**src/rtl/parity_rx.sv**
```systemverilog
// Serial parity receiver: start bit, DATA_W data bits LSB first, parity bit, stop bit.
// Reports the word with parity/framing error flags and keeps a saturating error count.
module parity_rx #(
  parameter int unsigned DATA_W = 8,
  parameter bit          ODD    = 1'b0,
  parameter int unsigned CNT_W  = 8
) (
  input  logic              clk,
  input  logic              rst,
  input  logic              bit_en,
  input  logic              rxd,
  input  logic              cnt_clr,
  output logic [DATA_W-1:0] data,
  output logic              valid,
  output logic              par_err,
  output logic              frame_err,
  output logic              busy,
  output logic [CNT_W-1:0]  err_cnt
);

  localparam int unsigned       CTR_W    = $clog2(DATA_W + 1);
  localparam logic [CTR_W-1:0]  LAST_BIT = CTR_W'(DATA_W - 1);
  localparam logic [CNT_W-1:0]  CNT_MAX  = '1;

  typedef enum logic [1:0] {IDLE, DATA, PARITY, STOP} state_t;

  state_t            state, state_next;
  logic [CTR_W-1:0]  bit_cnt, bit_cnt_next;
  logic [DATA_W-1:0] shift, shift_next;
  logic              par_bit, par_bit_next;
  logic [DATA_W-1:0] data_next;
  logic              valid_next, par_err_next, frame_err_next;
  logic [CNT_W-1:0]  err_cnt_next;
  logic              frame_bad;

  // Next-state, datapath and output computation; everything advances only on bit_en.
  always_comb begin
    state_next     = state;
    bit_cnt_next   = bit_cnt;
    shift_next     = shift;
    par_bit_next   = par_bit;
    data_next      = data;
    valid_next     = 1'b0;
    par_err_next   = par_err;
    frame_err_next = frame_err;
    err_cnt_next   = err_cnt;
    frame_bad      = 1'b0;

    if (bit_en) begin
      case (state)
        IDLE: begin
          if (!rxd) begin
            state_next   = DATA;
            bit_cnt_next = '0;
          end
        end
        DATA: begin
          // LSB arrives first, so new bits enter at the MSB and walk down.
          shift_next             = shift >> 1;
          shift_next[DATA_W-1]   = rxd;
          bit_cnt_next           = bit_cnt + CTR_W'(1);
          if (bit_cnt == LAST_BIT) state_next = PARITY;
        end
        PARITY: begin
          par_bit_next = rxd;
          state_next   = STOP;
        end
        STOP: begin
          data_next      = shift;
          par_err_next   = ((^shift) ^ ODD) != par_bit;
          frame_err_next = ~rxd;
          valid_next     = 1'b1;
          frame_bad      = par_err_next | frame_err_next;
          state_next     = IDLE;
        end
        default: state_next = IDLE;
      endcase
    end

    // Clear has priority over a coincident erroring frame.
    if (cnt_clr) begin
      err_cnt_next = '0;
    end else if (frame_bad && (err_cnt != CNT_MAX)) begin
      err_cnt_next = err_cnt + CNT_W'(1);
    end
  end

  // State and output registers.
  always_ff @(posedge clk) begin
    if (rst) begin
      state     <= IDLE;
      bit_cnt   <= '0;
      shift     <= '0;
      par_bit   <= 1'b0;
      data      <= '0;
      valid     <= 1'b0;
      par_err   <= 1'b0;
      frame_err <= 1'b0;
      busy      <= 1'b0;
      err_cnt   <= '0;
    end else begin
      state     <= state_next;
      bit_cnt   <= bit_cnt_next;
      shift     <= shift_next;
      par_bit   <= par_bit_next;
      data      <= data_next;
      valid     <= valid_next;
      par_err   <= par_err_next;
      frame_err <= frame_err_next;
      busy      <= (state_next != IDLE);
      err_cnt   <= err_cnt_next;
    end
  end

endmodule
```
**config.mk**
```make
export PLATFORM = sky130hd
export DESIGN_NAME = parity_rx
export DESIGN_NICKNAME = d
export VERILOG_FILES = /design/src/rtl/parity_rx.sv
export SDC_FILE = /design/constraint.sdc
export NUM_CORES = 1
export LEC_CHECK = 0
export BUFFER_PORTS_ARGS = -buffer_cell sky130_fd_sc_hd__buf_4
export CAP_MARGIN = 20
export CORE_MARGIN = 2
export CORE_UTILIZATION = 49
export DETAILED_ROUTE_END_ITERATION = 10
export MAX_ROUTING_LAYER = met4
export PLACE_DENSITY = 0.74
export SLEW_MARGIN = 5
export SYNTH_ARGS = -nofsm -noshare
export SYNTH_HDL_FRONTEND = slang
export SYNTH_SLANG_ARGS = --single-unit
```
**constraint.sdc**
```tcl
create_clock -name clk -period 2.1 [get_ports clk]
set_clock_uncertainty 0.2 [all_clocks]
set_input_delay 0.315 -clock clk [delete_from_list [all_inputs] [get_ports clk]]
set_output_delay 0.315 -clock clk [all_outputs]
set_load 0.02 [all_outputs]
```
==> summary.md <==
For the via count of the first global-routing pass, the log shows 1317. The total half-perimeter wirelength after legalization and detailed placement is 2430 um, and the post-route clock period utilization is 98.8%. The x dimension of the die is 59.6 um. The detailed router finished its first iteration with 52 violations. The logs give 4 for the first-pass iteration count of the detailed router and 25 for the number of ports placed on the die boundary. The CTS buffer count is 5. The worst setup path is captured at a register.

Initial antenna violation count: 0. In the synthesized netlist, the number of instances is 185. After clock tree synthesis, the clock-pin slew on the worst setup and hold paths is 0.10 ns. STA classifies the critical path startpoint as a register. The number of nets with antenna violations after routing is 0. The number of maximum-capacitance constraint violations was 0. For this run, the total global-route usage over all layers was measured as 22.3%.

The number of flops mapped to enable cells by yosys is 0, and the number of register bits inferred by synthesis is 35. For the count of pins over their slew limit, the log shows 0. The worst path needs 2.07 ns of the cycle, external delays included. The logs give 0.772 nW for the total leakage power and 482 MHz for the fmax. After floorplanning, the core was divided into 20 placement rows. Once the floorplan was initialized, standard cells occupied 50.4% of the core.

Compared with the post-synthesis result, the final layout area differs by 30.1%. The average vias per placed instance was 5.43. The number of antenna diodes in the final layout is 0. The power per cell area works out to 587 mW/mm2. The logs give 2 for the number of H-tree levels and 3440 um for the total length of routed wires. The area of the placeable core is 0.00300 mm2, and the relative max-transition margin is 75.3%. TritonCTS built the clock tree. The proportion of register bits with asynchronous set or reset after synthesis is 0%. Ranked by total cell area, the synthesized netlist is headed by dfxtp_1 46%, nand2_1 11%, a21oi_1 9.3%.

The actual slew at the worst max-slew pin came out at 0.368 ns. The biggest area contributor in the post-synthesis netlist is dfxtp_1. Yosys mapped the design onto 34 distinct sky130hd cell types. The area share of the leading cell type in the synthesized netlist is 46.3%, and the post-synthesis sequential area ratio is 46.3%. Across the VDD grid, the largest voltage drop is 0.000388 V. CTS saw 35 sinks.

The switching power share of the total is 22.5%. Data arrives at the worst endpoint at 2.16 ns. For the switching power of the nets, the log shows 260 uW.

At the end of routability-driven placement, the weighted congestion stood at 0.830. The run gives 1406 as the overall via count from detail_route. The number of nets in the synthesized netlist was 192. The flow ran to the end, and the final reports show no timing, DRC or antenna violations. The logs give 1.16 mW for the power consumption and 29 for the largest net degree at the start of global routing. Dividing the synthesized area by the synthesized cell count gives 8.18 um2. Clock latency on the worst-skew pair, taken at its later pin, is 0.34 ns. The tree is rooted in a clkbuf_4. After detailed routing, the average wire length per cell comes to 13.3 um. Of all nets on the critical path, the largest fanout is 5. For this design, the CTS-stage hold fixing added 0 buffers. Counting along the longest clock path gives a buffer depth of 2. The run gives 0 as the count of yosys warnings during synthesis. The mapped netlist covers 0.00151 mm2. The floorplan step defined a die boundary enclosing 0.00355 mm2. The total congestion overflow came out at 0. Final number of hold-violating endpoints: 0. Combinational logic burns 6.3% of the power. The count of buffers added on input and output ports is 24. Setup repair after global routing could not meet its margin everywhere. The tightest hold path in the finished design has a slack of 0.0577 ns. The number of inserted filler cells in the final layout came out at 280. The most used flip-flop cell after synthesis is dfxtp_1. Data on the critical path is required at its endpoint by 2.18 ns.

The worst setup path is of the register to register kind. The share of total power dissipated in sequential elements is 58.1%. Per report_power, the clock group accounts for 35.6% of the total.

Cells with a size suffix above 1 make up 30.1% of the layout. In this run the vertical extent of the chip is 59.6 um. After detailed routing, the number of remaining DRC violations is 0. The net count of the finished layout is 232. Setup violations remaining at the end of the flow were counted as 0. In this run the worst hold path is classified as input pin to register.

Internal power comes to 896 uW. The first-pass GRT wire length was 5690 um.
[what timing repair did]
action,4_1_cts,5_1_grt
setup endpoints to repair,2,7
resized for setup,4,13
pin swaps,6,9
setup buffers,0,0
gates cloned,1,0
[per-stage QoR]
stage                     cells  worst slack, ns  area, um2   TNS (ns)  util [%]
after floorplan             185           0.0145       1520          0         -
after global placement      250        -0.000141       1820  -0.000141      60.8
after detailed placement    250          -0.0619       1820    -0.0619      60.8
after CTS                   259           0.0256       1910          0      63.7
after global routing        259          -0.0217       1970    -0.0237      65.6
final                       259           0.0256       1970          0      65.6
[kinds of logic (layout without fill, tap and decap cells)]
group | Yosys count | count (layout) | share of synthesized area (%)
xor+xnor | 6 | 6 | 5.37
compound gates | 43 | 43 | 15.8
fa+ha+maj | 2 | 2 | 1.65
simple gates | 85 | 85 | 25.4
buf+inv | 11 | 51 | 3.22
mux | 3 | 4 | 2.31
flops | 35 | 35 | 46.3
[critical path, cell delays in order (launching register included)]
cell and delay [ns]:
dfxtp_2 0.34, xnor2_1 0.15, xnor3_2 0.49, mux2_4 0.35
or3_4 0.38, a21oi_2 0.11
[cells in the final DEF, fill, tap and decap left out, drive strengths merged, types with 3 or more instances in the layout]
cell type and n:
nand2 44, or3 4, dfxtp 35, nand3 5, o21ai 6, nor2 15
a311oi 3, clkbuf 8, a21oi 28, buf 41
[synth_stat cells (all sizes together), types with 3 or more instances]
| cell type | instances |
|---|---|
| nor2 | 15 |
| dfxtp | 35 |
| nand2 | 44 |
| nand3 | 5 |
| or3 | 4 |
| a311oi | 3 |
| clkbuf | 8 |
| a21oi | 28 |
| o21ai | 6 |
[routing by layer]
layer	track usage [%]	share of wire (%)	wire length (um)	vias up
li1	-	-	-	721
met1	26.6	46	1590	647
met2	35.6	48	1660	29
met3	6.55	3.7	126	9
met4	8.25	2.0	68	0
met5	-	0	0	-
[power by group through the flow]
stage	sequential (mW)	clock (mW)	combinational [mW]
5_1_grt	0.673	0.454	0.0795
2_1_floorplan	0.688	0	0.0384
4_1_cts	0.672	0.420	0.0657
3_3_place_gp	0.687	0	0.0611
6_report	0.672	0.411	0.0727
3_5_place_dp	0.687	0	0.0640
[layout make-up]
cell class                 count  area (um2)  share of cell area (%)
timing repair buffer          41         312                    15.8
tap                           33        41.3                    2.10
clock buffer                   8        68.8                    3.49
inverter                       2        7.51                   0.381
multi-input combinational    140         835                    42.4
sequential                    35         706                    35.8
[registers in the layout (all words and copies together) (netlist names)]
signal     flops
data           8
err_cnt        8
shift          8
bit_cnt        4
state          2
busy           1
frame_err      1
par_bit        1
par_err        1
valid          1
[worst paths after layout]
check / startpoint / end / slack, ns / cells past startpoint
max: shift[4] / err_cnt[0] / 0.03 / 5
min reg2reg: data[7] / data[7] / 0.26 / 2
min: rxd / shift[7] / 0.06 / 3
max reg2reg: shift[4] / err_cnt[0] / 0.03 / 5
Power figures use the tool's default switching activity.
